<file path="config.mk">
export PLATFORM = sky130hd
export DESIGN_NAME = ps2_host_tx
export DESIGN_NICKNAME = d
export VERILOG_FILES = /design/src/rtl/ps2_pkg.sv /design/src/rtl/ps2_clk_filter.sv /design/src/rtl/ps2_host_tx.sv
export SDC_FILE = /design/constraint.sdc
export NUM_CORES = 1
export LEC_CHECK = 0
export CAP_MARGIN = 20
export CORE_MARGIN = 4
export CORE_UTILIZATION = 59
export DETAILED_ROUTE_END_ITERATION = 12
export HOLD_SLACK_MARGIN = 0.06
export PLACE_DENSITY = 0.85
export SKIP_CTS_REPAIR_TIMING = 1
export SYNTH_ARGS = -nofsm -noshare
export SYNTH_HDL_FRONTEND = slang
export SYNTH_SLANG_ARGS = --single-unit
</file>
<file path="constraint.sdc">
create_clock -name clk -period 4.07 [get_ports clk]
set_input_delay 0.814 -clock clk [delete_from_list [all_inputs] [get_ports clk]]
set_output_delay 0.814 -clock clk [all_outputs]
set_load 0.1 [all_outputs]
</file>
<file path="src/rtl/ps2_pkg.sv">
// ps2_pkg: shared definitions for the PS/2 keyboard front end
// (host transmitter, receiver, clock filter).
package ps2_pkg;

  // Default depth of the ps2c glitch filter; the receiver uses the same value.
  localparam int FILTER_LEN_DEFAULT = 8;

  // Host-to-keyboard command bytes.
  localparam logic [7:0] CMD_SET_LED = 8'hED;
  localparam logic [7:0] CMD_ECHO    = 8'hEE;
  localparam logic [7:0] CMD_RESET   = 8'hFF;

  // Host transmitter state encoding.
  typedef enum logic [2:0] {
    IDLE   = 3'd0,
    RTS    = 3'd1,
    START  = 3'd2,
    DATA   = 3'd3,
    PARITY = 3'd4,
    STOP   = 3'd5,
    DONE   = 3'd6
  } tx_state_t;

  // PS/2 frames carry odd parity: the parity bit makes the total count of ones odd.
  function automatic logic odd_parity(input logic [7:0] b);
    return ~^b;
  endfunction

endpackage

</file>
<file path="src/rtl/ps2_clk_filter.sv">
// ps2_clk_filter: debounces the sampled PS/2 clock pin and flags its
// falling edges. A new level is accepted only after FILTER_LEN identical
// consecutive samples; anything in between holds the previous level.
module ps2_clk_filter
  import ps2_pkg::*;
#(
  parameter int FILTER_LEN = FILTER_LEN_DEFAULT
) (
  input  logic clk,
  input  logic rst,
  input  logic ps2c_in,
  output logic ps2c_f,
  output logic fall_tick
);

  logic [FILTER_LEN-1:0] r_filter;
  logic                  r_fclk;
  logic [FILTER_LEN-1:0] w_filter_next;
  logic                  w_fclk_next;

  assign w_filter_next = {ps2c_in, r_filter[FILTER_LEN-1:1]};

  // Accept a new filtered level only when the whole window agrees.
  always_comb begin
    w_fclk_next = r_fclk;
    if (&w_filter_next) begin
      w_fclk_next = 1'b1;
    end else if (~|w_filter_next) begin
      w_fclk_next = 1'b0;
    end
  end

  // Sample history and filtered level; the idle PS/2 clock is high.
  always_ff @(posedge clk) begin
    if (rst) begin
      r_filter <= '1;
      r_fclk   <= 1'b1;
    end else begin
      r_filter <= w_filter_next;
      r_fclk   <= w_fclk_next;
    end
  end

  assign ps2c_f    = r_fclk;
  // High in the cycle whose clock edge moves the filtered level from 1 to 0.
  assign fall_tick = r_fclk & ~w_fclk_next;

endmodule

</file>
<file path="src/rtl/ps2_host_tx.sv">
// ps2_host_tx: PS/2 host-to-device transmitter for one command byte.
// Build option: define PS2_HOST_TX_TIMEOUT_EN to add a watchdog between
// device clock edges (parameter TIMEOUT_CYCLES exists only in that build).
//
// Handshake: wr_ps2 is a single-cycle request that is accepted only while
// tx_idle=1 (tx_idle is the ready); requests in any other cycle are dropped.
// Every accepted request ends with exactly one tx_done_tick, with tx_err
// valid in that same cycle, unless rst aborts the transfer first.
module ps2_host_tx
  import ps2_pkg::*;
#(
  parameter int INHIBIT_CYCLES = 5000,
  parameter int FILTER_LEN     = FILTER_LEN_DEFAULT
`ifdef PS2_HOST_TX_TIMEOUT_EN
  ,
  parameter int TIMEOUT_CYCLES = 1000000
`endif
) (
  input  logic       clk,
  input  logic       rst,
  input  logic       wr_ps2,
  input  logic [7:0] din,
  input  logic       ps2c_in,
  input  logic       ps2d_in,
  output logic       ps2c_oe,
  output logic       ps2d_oe,
  output logic       tx_idle,
  output logic       tx_done_tick,
  output logic       tx_err,
  output tx_state_t  dbg_state
);

  localparam int CW = $clog2(INHIBIT_CYCLES + 1);

  tx_state_t r_state, w_state_next;
  logic [CW-1:0] r_cnt, w_cnt_next;
  logic [7:0]    r_shift, w_shift_next;
  logic          r_parity, w_parity_next;
  logic [2:0]    r_idx, w_idx_next;
  logic          r_err, w_err_next;
  logic          r_done, w_done_next;
  logic          r_c_oe, w_c_oe_next;
  logic          r_d_oe, w_d_oe_next;
  logic          w_ps2c_f;
  logic          w_fall;

`ifdef PS2_HOST_TX_TIMEOUT_EN
  localparam int WW = $clog2(TIMEOUT_CYCLES + 1);
  logic [WW-1:0] r_wd, w_wd_next;
`endif

  ps2_clk_filter #(
    .FILTER_LEN(FILTER_LEN)
  ) u_filter (
    .clk      (clk),
    .rst      (rst),
    .ps2c_in  (ps2c_in),
    .ps2c_f   (w_ps2c_f),
    .fall_tick(w_fall)
  );

  // Next-state logic: each state reacts only to its own event, so a
  // fall_tick coinciding with wr_ps2 is handled by whichever state is current.
  always_comb begin
    w_state_next  = r_state;
    w_cnt_next    = r_cnt;
    w_shift_next  = r_shift;
    w_parity_next = r_parity;
    w_idx_next    = r_idx;
    w_err_next    = r_err;
    w_done_next   = 1'b0;
`ifdef PS2_HOST_TX_TIMEOUT_EN
    w_wd_next     = '0;
`endif
    case (r_state)
      IDLE: begin
        if (wr_ps2) begin
          w_shift_next  = din;
          w_parity_next = odd_parity(din);
          w_err_next    = 1'b0;
          w_cnt_next    = CW'(INHIBIT_CYCLES - 1);
          w_state_next  = RTS;
        end
      end
      RTS: begin
        // Clock held low for INHIBIT_CYCLES cycles: counts N-1 down to 0.
        if (r_cnt == '0) begin
          w_state_next = START;
        end else begin
          w_cnt_next = r_cnt - CW'(1);
        end
      end
      START: begin
        if (w_fall) begin
          w_idx_next   = 3'd0;
          w_state_next = DATA;
        end
      end
      DATA: begin
        if (w_fall) begin
          w_shift_next = {1'b0, r_shift[7:1]};
          if (r_idx == 3'd7) begin
            w_state_next = PARITY;
          end else begin
            w_idx_next = r_idx + 3'd1;
          end
        end
      end
      PARITY: begin
        if (w_fall) begin
          w_state_next = STOP;
        end
      end
      STOP: begin
        // Device acknowledges by pulling data low at the eleventh falling edge.
        if (w_fall) begin
          w_err_next   = ps2d_in;
          w_state_next = DONE;
        end
      end
      DONE: begin
        // Wait for the device to release both lines before reporting.
        if (w_ps2c_f && ps2d_in) begin
          w_done_next  = 1'b1;
          w_state_next = IDLE;
        end
      end
      default: begin
        w_state_next = IDLE;
      end
    endcase
`ifdef PS2_HOST_TX_TIMEOUT_EN
    // Watchdog runs while waiting for device clocks; RTS/IDLE keep it at
    // zero, which also clears it on entry to START.
    if (r_state inside {START, DATA, PARITY, STOP, DONE}) begin
      if (w_fall) begin
        w_wd_next = '0;
      end else if (r_wd == WW'(TIMEOUT_CYCLES - 1)) begin
        w_wd_next    = '0;
        w_err_next   = 1'b1;
        w_done_next  = 1'b1;
        w_state_next = IDLE;
      end else begin
        w_wd_next = r_wd + WW'(1);
      end
    end
`endif
  end

  // Line drive decoded from next-state values so the oe outputs are flops.
  always_comb begin
    w_c_oe_next = 1'b0;
    w_d_oe_next = 1'b0;
    case (w_state_next)
      RTS:     w_c_oe_next = 1'b1;
      START:   w_d_oe_next = 1'b1;
      DATA:    w_d_oe_next = ~w_shift_next[0];
      PARITY:  w_d_oe_next = ~w_parity_next;
      default: begin
        w_c_oe_next = 1'b0;
        w_d_oe_next = 1'b0;
      end
    endcase
  end

  // State and datapath registers; reset releases both lines immediately.
  always_ff @(posedge clk) begin
    if (rst) begin
      r_state  <= IDLE;
      r_cnt    <= '0;
      r_shift  <= '0;
      r_parity <= 1'b0;
      r_idx    <= '0;
      r_err    <= 1'b0;
      r_done   <= 1'b0;
      r_c_oe   <= 1'b0;
      r_d_oe   <= 1'b0;
    end else begin
      r_state  <= w_state_next;
      r_cnt    <= w_cnt_next;
      r_shift  <= w_shift_next;
      r_parity <= w_parity_next;
      r_idx    <= w_idx_next;
      r_err    <= w_err_next;
      r_done   <= w_done_next;
      r_c_oe   <= w_c_oe_next;
      r_d_oe   <= w_d_oe_next;
    end
  end

`ifdef PS2_HOST_TX_TIMEOUT_EN
  // Watchdog counter register.
  always_ff @(posedge clk) begin
    if (rst) begin
      r_wd <= '0;
    end else begin
      r_wd <= w_wd_next;
    end
  end
`endif

  assign ps2c_oe      = r_c_oe;
  assign ps2d_oe      = r_d_oe;
  assign tx_idle      = (r_state == IDLE);
  assign tx_done_tick = r_done;
  assign tx_err       = r_err;
  assign dbg_state    = r_state;

endmodule

</file>
### After elaboration in Yosys (flattened, before gate mapping)

Cells that the tools add are included.

* multiplexer cells: 29
* add/sub/neg operators: 2
* bitwise gates (word level): 5
* reductions and logical operators: 15
* equal/unequal tests: 17

Operators with widths (count)
* 2-to-1 mux 3 bit: 11
* 2-to-1 mux 13 bit: 2
* one-hot mux 13 bit (2 select lines): 1
* one-hot mux 3 bit (7 select lines): 1
* 2-to-1 mux 8 bit: 2
* one-hot mux 8 bit (2 select lines): 1
* equality test 3 bit, second input constant: 5
* logical NOT 13 bit: 1
* subtractor 13 x 1 -> 13 bit, second input constant: 1
* equality test 3 x 2 -> 1 bit, second input constant: 4
* AND reduction 3 bit: 3
* 2-to-1 mux 1 bit: 8
* AND reduction 8 bit: 1
* nonzero test 2 bit: 4
* OR reduction 8 bit: 1
* XNOR reduction 8 bit: 1
* equality test 3 x 1 -> 1 bit, second input constant: 2
* inequality test 2 x 1 -> 1 bit, second input constant: 3
* inequality test 2 bit, second input constant: 3
* one-hot mux 3 bit (2 select lines): 1
* NOT 1 bit: 4
* AND reduction 4 bit: 1
* adder 3 x 1 -> 3 bit, second input constant: 1
* logical NOT 3 bit: 1
* other kinds (5): 5

* output and inout bits: 8
* bits of input ports: 13
* bits in registers: 41
* logic and storage cells: 80

### Logic depth before layout (Yosys ltp)

Gate-level depths: netlist of the first run.

* depth in word-level cells: 9
* mapped depth: 8
* depth with buffers taken out: 8

### Modules after synthesis

Synthesis of the first run repeated with hierarchy kept, for this count alone.

* cells, all modules: 208
* area total of the unflattened synthesis: 1860.5 µm²

By module, submodules not included
* ps2_host_tx: sequential area each 640.6 µm², instances 1, cells each 185, area each 1596.5 µm²
* ps2_clk_filter: sequential area each 160.2 µm², instances 1, cells each 23, area each 264.0 µm²

### Least setup slack after synthesis of the first run

OpenSTA, ideal clock, no wires.

* path kind: register to register
* from: register r_state[1], in the netlist dbg_state[1]
* to: register r_d_oe, in the netlist ps2d_oe
* slack: -0.139 ns
* data required time: 4.011 ns
* buffers on the path: 1
* cell stages (with the launch flop): 8
* data arrival time: 4.150 ns
* period minus slack after synthesis: 4.209 ns
* setup time: 0.059 ns
* cells stage by stage: dfxtp_1 > nor3_1 > and2_1 > clkbuf_1 > nor2_1 > a21o_1 > a211oi_2 > a31o_1

* elaborated cells between the ends (all ways): 24
* classes of those cells: 9 x eq/ne; 12 x mux; 2 x bitwise; 1 x reduce/logical

RTL lines
* start: declaration: line ps2_host_tx.sv:35 `tx_state_t r_state, w_state_next;`
* start signal: assignment: line ps2_host_tx.sv:179 `r_state <= w_state_next;`
* logical NOT 3 bit *
* via tx_idle: line ps2_host_tx.sv:27 `output logic tx_idle,`
* one-hot mux 3 bit (7 select lines) (tied with other cells): line ps2_host_tx.sv:75 `case (r_state)`
* equality test 3 bit (tied with other cells): line ps2_host_tx.sv:154 `case (w_state_next)`
* one-hot mux 1 bit (3 select lines) *: line ps2_host_tx.sv:154
* end signal: assignment: line ps2_host_tx.sv:187 `r_d_oe <= w_d_oe_next;`
* end: declaration: line ps2_host_tx.sv:43 `logic r_d_oe, w_d_oe_next;`

The timed path passes the listed nets; every way through them passes the cells marked *.
A chain may end at the register's enable or synchronous reset.

### Worst setup path after layout of the first run

* from: register r_state[0], in the netlist dbg_state[0]
* to: output port dbg_state[0]

RTL lines
* end: declaration: line ps2_host_tx.sv:30 `output tx_state_t dbg_state`

No word-level cell between the ends.

==> impl_metrics.yaml, run 1 <==
power:
  p_per_area_mw_per_mm2: 479.7
  ir_drop_mv: 0.2530
  p_leak_uw: 0.0008073
  power_uw: 1040
logic_synthesis:
  avgSynthCellArea_sq_um: 9.102
  syn_nets: 221
  ys.flop_type: "dfxtp_1"
  yosys.area.top_type: "dfxtp_1"
  ys_seq_area_share_pct: 43.13
  yosys_warnings: 0
  synth_area_sq_mm: 0.001857
  yosysUniqueCellTypes: 47
  yosys_register_bits: 40
  async_flop_share_pct: 0
  synth_edf_count: 0
  synth_common_cells: "40 x dfxtp_1, 24 x nor2_1, 16 x a21oi_1, 15 x nand2_1, 9 x a22oi_1"
  synthTopCellsByArea: "dfxtp_1 43%, nor2_1 4.9%, a21oi_1 4.3%"
  yosysTopAreaCellShare_pct: 43.13
  yosysMostFrequentCell: "dfxtp_1"
  postSynthCellCount: 204
detailed_routing:
  drt-pass1-iter-count: 6
  dr_wl_met3_microns: 166
  dr.max_layer_used: "met4"
  met1_length_microns: 1693
  drt-wirelength-per-cell_microns: 15.23
  wirelength_microns: 4098
  drt-initial-drc-count: 153
  vias: 1595
  antenna_left: 0
  wl_met2_microns: 2132
  drc: 0
  vias_per_cell: 5.929
min_path:
  hp-start: "r_shift[2]"
  holdPathEnd: "r_shift[2]"
  min_path_type: "flip-flop to flip-flop"
  worstHoldPathCells: 2
worst_setup_path:
  crit_required_ps: 3260
  reg2reg_depth: 6
  slowest_stage: "clkdlybuf4s50_1"
  worst-path-buf-inv: 1
  worstSetupStartpointType: "flip-flop"
  path_cells: "clkdlybuf4s50_1"
  cp_top_family: "buffers and inverters"
  crit_arrival_ps: 2290
  cp-end-kind: "output pin"
  reg2reg_from: "u_filter.r_filter[5]"
  worstPathMaxFanout: 15
  cp_slowest_stage_delay_ps: 1240
  rr_endpoint: "ps2d_oe"
  cp_num_cells: 1
  r2r_setup_slack_ps: 1760
  path_class: "flip-flop to output pin"
global_route:
  antenna_found_initial: 0
  grt.total_usage_pct: 21.18
  grt_pass1_vias: 1540
  grt_pass1_wl_microns: 6775
  overflow: 0
  grt_max_degree: 36
die:
  fp-row-count: 20
  core_sq_mm: 0.003028
  dieHeight_microns: 64.10
  die_w_microns: 64.10
  initial_utilization_pct: 61.32
  pin_count: 21
  die-area_sq_mm: 0.004109
placement:
  place_hpwl_microns: 2918
  routabilityCongestion: 0.9091
  numPortBuffers: 20
  placedCellCount: 260
sta:
  rsz0062_at_grt: "no"
  slew_headroom_pct: 34.67
  fin_crit_ps: 3099
  skew_ps: 5.912
  setup_viol: 0
  fmax_mhz: 322.7
  hold_viol_final: 0
  drv_slew: 0
  worst_slew_pin_slew_ps: 976.9
  fin_setup_tns_ps: 0
  finalCritPeriodShare_pct: 76.15
clock_tree:
  numCtsBuffers: 5
  cts.sinks: 40
  root_buffer: "clkbuf_4"
  htree_levels: 2
  cts_buffer_depth: 2
  insertion_delay_ps: 350
  path_clk_slew_ps: 120
  cts_tree: "done"
final_layout:
  final_nets: 241
  final_core_util_pct: 71.61
  syn2layout_area_growth_pct: 16.78
  insertedDiodeCount: 0
  drive_above_1_share_pct: 11.56
  nFillCells: 232
  instances_no_fill: 269
run:
  cap_violations: 0
outcome:
  status: "complete, no violations"
registers in the layout, summed over array words and instances (netlist names), 3 cells and up:
register and count:
r_cnt 13, r_shift 8, u_filter.r_filter 7, dbg_state 3, r_idx 3
cell type report:
class	instances	area, sq um	share of cell area (%)
well taps	44	55.05	2.539
multi-input cells	153	1010	46.57
inverters	3	11.26	0.5193
repair buffers	21	215.2	9.925
flip-flops and latches	40	800.8	36.93
clock inverters	2	35.03	1.616
clock buffers	6	41.29	1.904
layer usage:
metal / GRT usage (%) / up-vias
met5: 0 / -
met3: 4.745 / 9
met4: 11.35 / 0
li1: - / 770
met1: 23.82 / 772
met2: 36.90 / 44
metrics by stage:
stage               area, sq um  hold WS, ps  setup WS, ps
floorplan                  1862        431.6         800.5
global placement           2077        441.5         987.8
detailed placement         2077        450.6         914.6
CTS                        2153        467.9         987.3
global route               2168        504.3         900.9
finish                     2168        469.0         970.8
layout by cell type, fill, tap and decap left out, types with 5 or more instances in the layout:
cell and count:
nor3_1 5, a21oi_1 16, a22oi_1 9, xnor2_1 8
nand2_1 15, clkbuf_4 5, dfxtp_1 40, nand4_1 6
nor2_1 24, or2_2 7, xor2_1 8, clkdlybuf4s50_1 20
worst max-delay path by stage:
| stage | from | to | slack (ps) |
|---|---|---|---|
| 2_1_floorplan | dbg_state[2] | ps2d_oe | 800 |
| 3_3_place_gp | ps2c_in | ps2c_oe | 990 |
| 3_5_place_dp | ps2c_in | ps2c_oe | 910 |
| 4_1_cts | dbg_state[2] | tx_idle | 990 |
| 5_1_grt | dbg_state[2] | tx_idle | 900 |
| 6_report | dbg_state[0] | dbg_state[0] | 970 |
report_power, final:
group / switching [uW] / total (uW) / internal [uW] / leakage (uW)
logic: 190 / 313 / 122 / 0.000437
clock network: 128 / 256 / 129 / 0.0000422
registers: 41.2 / 471 / 430 / 0.000328
total: 359 / 1040 / 681 / 0.000807
kinds of logic after synthesis:
kind of cell,share of synthesized area [%]
buf+inv,2.763
simple gates,25.41
flops,43.13
mux,2.224
xor+xnor,7.547
compound gates,16.24
fa+ha+maj,2.696
Note: power is estimated with default switching activity, not from simulation.
==> run 2: changes to the inputs <==
- CORE_UTILIZATION: 59 -> 49
- PLACE_DENSITY: 0.85 -> 0.76
- clock period: 4.07 -> 2.6 ns (I/O delays scaled with it)
==> run 2 against run 1 <==
Net effect: clock power increased by 91%; worst hold slack got worse by 11 ps; sequential share of layout area decreased by 1.1 points; die area increased by 18%; critical path depth increased by 6; global-route usage decreased by 4.6 points; critical path type is now input port to flip-flop; largest power group unchanged; highest routed layer unchanged.
==> impl_metrics.yaml, run 2 (synthesis gave the netlist of run 1 again) <==
outcome:
  status: "complete, no violations"
detailed_routing:
  vias: 1497
  vias_per_cell: 5.327
  drt-pass1-iter-count: 4
  wirelength_microns: 3582
  antenna_left: 0
  drt-initial-drc-count: 54
  drc: 0
  drt-wirelength-per-cell_microns: 12.75
sta:
  drv_slew: 0
  setup_viol: 0
  worst_slew_pin_slew_ps: 480.1
  slew_headroom_pct: 67.93
  fin_crit_ps: 2433
  fmax_mhz: 411.0
  finalCritPeriodShare_pct: 93.57
  skew_ps: 3.359
  hold_viol_final: 0
  rsz0062_at_grt: "no"
  fin_hold_ws_ps: 458.2
min_path:
  hp-start: "r_shift[1]"
  min_path_type: "flip-flop to flip-flop"
  holdPathEnd: "r_shift[1]"
  worstHoldPathCells: 2
clock_tree:
  root_buffer: "clkbuf_8"
  cts.sinks: 40
  htree_levels: 2
  cts_tree: "done"
  insertion_delay_ps: 290
  path_clk_slew_ps: 70
  cts_buffer_depth: 2
  numCtsBuffers: 5
power:
  p_per_area_mw_per_mm2: 760.2
  power_uw: 1708
  p_leak_uw: 0.0008729
  ir_drop_mv: 0.5511
worst_setup_path:
  path_cells: "clkdlybuf4s50_1 > or4_1 > or3_1 > mux2i_1 > a31oi_1 > a211oi_2 > a31o_1"
  r2r_setup_slack_ps: 370
  slowest_stage: "or4_1"
  path_class: "input port to flip-flop"
  rr_endpoint: "ps2d_oe"
  crit_arrival_ps: 2620
  cp-end-kind: "flip-flop"
  reg2reg_from: "u_filter.r_filter[5]"
  worstSetupStartpointType: "input port"
  reg2reg_depth: 6
  worstPathMaxFanout: 4
  cp_slowest_stage_delay_ps: 550
  crit_required_ps: 2790
die:
  initial_utilization_pct: 50.72
  dieHeight_microns: 69.56
  pin_count: 21
  core_sq_mm: 0.003661
  fp-row-count: 22
  die_w_microns: 69.56
  die-area_sq_mm: 0.004838
final_layout:
  top_register: "r_cnt"
  largest_reg_flops: 13
  drive_above_1_share_pct: 19.31
  stdcell_area_sq_mm: 0.002247
  top_regs: "r_cnt x13, r_shift x8, u_filter.r_filter x7"
  layout_common_cells: "37 x dfxtp_1, 24 x nor2_1, 17 x buf_4"
  final_core_util_pct: 61.38
  syn2layout_area_growth_pct: 21.02
  final_common_cell: "dfxtp_1"
  final_nets: 249
  insertedDiodeCount: 0
placement:
  place_hpwl_microns: 2790
  routabilityCongestion: 0.8570
  placed_area_sq_mm: 0.002140
  numPortBuffers: 20
global_route:
  grt_pass1_vias: 1450
  grt_max_degree: 18
  grt.total_usage_pct: 16.53
  overflow: 0
  antenna_found_initial: 0
  grt_pass1_wl_microns: 6561
run:
  cap_violations: 0
run 2: changes by cell type in the layout (fill, tap and decap cells not counted), sizes merged:
cell	delta
buf	+16
clkdlybuf4s50	-8
run 2: routing by layer:
layer | GRT usage, % | routed length [microns]
met1 | 21.67 | 1737
met5 | 0 | 0
met3 | 3.913 | 83
met2 | 27.12 | 1728
met4 | 4.555 | 32
run 2: worst max-delay path by stage:
| stage | from | end | slack [ps] |
|---|---|---|---|
| final | ps2c_in | ps2d_oe | 170 |
| after global routing | ps2c_in | ps2d_oe | 40 |
| after CTS | ps2c_in | ps2d_oe | 170 |
| after detailed placement | ps2c_in | ps2d_oe | -140 |
| after global placement | ps2c_in | ps2c_oe | -80 |
| after floorplan | dbg_state[0] | ps2d_oe | 3 |
run 2: area by class of cell:
type | instances | area, sq um
clock inverter | 2 | 35.03
tap | 48 | 60.06
timing repair buffer | 29 | 247.7
clock buffer | 6 | 72.57
sequential | 40 | 804.5
multi-input combinational | 153 | 1016
fill | 336 | 1414
inverter | 3 | 11.26
run 2: report_power, final:
part           internal (uW)  switching (uW)
registers                674            63.4
clock network            285             204
logic                    199             284
total                   1160             551
run 2: worst max-delay path, delay by kind of cell:
kind	cells	cell delay, ps
buf+inv	1	430
compound gates	3	630
simple gates	2	910
mux	1	130
run 2: metrics by stage:
step	instances	setup TNS (ps)	setup WS, ps
after global routing	281	0	39.28
after detailed placement	273	-247.0	-140.2
final	281	0	167.1
after CTS	281	0	165.1
after floorplan	204	0	2.859
after global placement	273	-148.4	-79.49
==> run 3: changes to the inputs <==
- HOLD_SLACK_MARGIN: 0.06 -> 0.12
- PLACE_DENSITY: 0.76 -> 0.74
==> run 3 against run 2 <==
Net effect: worst setup slack better by 24 ps; count of clock-buffer cells in the layout is 1 lower; sequential share of layout area is 0.55 points higher; clock power is 21% lower; combinational power is 1% higher; worst hold slack better by 3.8 ps; design area is 1.5% lower; critical path type unchanged; largest power group unchanged.
==> impl_metrics.yaml, run 3 (synthesis gave the netlist of run 1 again) <==
final_layout:
  largest_reg_flops: 13
  drive_above_1_share_pct: 19.05
  syn2layout_area_growth_pct: 19.20
  final_nets: 248
  top_regs: "r_cnt x13, r_shift x8, u_filter.r_filter x7"
  insertedDiodeCount: 0
  final_common_cell: "dfxtp_1"
  layout_common_cells: "37 x dfxtp_1, 24 x nor2_1, 16 x a21oi_1, 16 x buf_4, 15 x nand2_1"
  nFillCells: 333
  top_register: "r_cnt"
  instances_no_fill: 279
detailed_routing:
  vias_per_cell: 5.423
  drc: 0
  vias: 1513
  drt-pass1-iter-count: 4
  antenna_left: 0
  drt-initial-drc-count: 59
  drt-wirelength-per-cell_microns: 13.64
  wirelength_microns: 3805
global_route:
  antenna_found_initial: 0
  overflow: 0
  grt.total_usage_pct: 16.65
  grt_pass1_wl_microns: 6548
  grt_pass1_vias: 1485
  grt_max_degree: 16
sta:
  rsz0062_at_grt: "no"
  finalCritPeriodShare_pct: 92.65
  slew_headroom_pct: 67.52
  worst_slew_pin_slew_ps: 486.3
  fin_crit_ps: 2409
  fmax_mhz: 415.1
  drv_slew: 0
  hold_viol_final: 0
  setup_viol: 0
  skew_ps: 3.282
clock_tree:
  insertion_delay_ps: 290
  cts_tree: "done"
  cts.sinks: 40
  path_clk_slew_ps: 70
  numCtsBuffers: 5
  cts_buffer_depth: 2
  root_buffer: "clkbuf_8"
  htree_levels: 2
die:
  pin_count: 21
  core_sq_mm: 0.003661
  initial_utilization_pct: 50.72
  dieHeight_microns: 69.56
  fp-row-count: 22
  die_w_microns: 69.56
  die-area_sq_mm: 0.004838
placement:
  routabilityCongestion: 0.8173
  placedCellCount: 272
  numPortBuffers: 20
  place_hpwl_microns: 2884
power:
  p_per_area_mw_per_mm2: 728.3
  power_uw: 1612
  p_leak_uw: 0.0008523
  ir_drop_mv: 0.4138
worst_setup_path:
  cp-end-kind: "flip-flop"
  critPathLaunch: "ps2c_in"
  reg2reg_from: "u_filter.r_filter[5]"
  crit_arrival_ps: 2600
  path_class: "input port to flip-flop"
  worstPathMaxFanout: 4
  crit_required_ps: 2790
  worstSetupStartpointType: "input port"
min_path:
  hp-start: "r_shift[1]"
  min_path_type: "flip-flop to flip-flop"
run:
  cap_violations: 0
outcome:
  status: "complete, no violations"
-- run 3: critical path, stage by stage --
cell	delay (ps)
clkdlybuf4s50_1	430
or4_1	540
or3_1	360
mux2i_1	130
a31oi_1	350
a211oi_2	60
a31o_1	190
-- run 3: final timing paths --
| check | end | slack (ps) | cells after the start |
|---|---|---|---|
| setup / recovery | ps2d_oe | 190 | 7 |
| hold / removal | r_shift[1] | 460 | 2 |
| setup reg to reg | ps2d_oe | 370 | 6 |
| hold reg to reg | r_shift[1] | 460 | 2 |
-- run 3: through the flow --
stage	utilization, %	hold slack, ps	area (sq um)	TNS, ps	worst slack (ps)
finish	60.46	462.0	2213	0	191.0
global route	60.46	490.2	2213	0	43.70
CTS	60.46	463.8	2213	0	185.5
detailed placement	58.24	447.0	2132	-211.7	-119.2
global placement	58.24	441.1	2132	-143.3	-72.95
floorplan	-	431.6	1872	0	2.859
-- run 3: final cells by class --
| cell class | instances | area, sq um | area share [%] |
|---|---|---|---|
| well taps | 48 | 60.06 | 2.713 |
| clock buffers | 5 | 68.82 | 3.109 |
| flip-flops and latches | 40 | 804.5 | 36.35 |
| clock inverters | 2 | 12.51 | 0.5653 |
| multi-input cells | 153 | 1016 | 45.90 |
| repair buffers | 28 | 240.2 | 10.85 |
| inverters | 3 | 11.26 | 0.5088 |
-- run 3: per-layer routing --
layer | share of wire, % | wire [microns] | GRT usage [%]
met1 | 47 | 1802 | 20.40
met2 | 49 | 1874 | 28.39
met3 | 1.9 | 72 | 3.913
met4 | 1.5 | 56 | 5.857
met5 | 0 | 0 | 0
-- run 3: where the power goes --
group / switching [uW] / internal (uW) / total [uW]
combinational: 289 / 199 / 488
clock: 205 / 181 / 387
sequential: 63.4 / 674 / 737
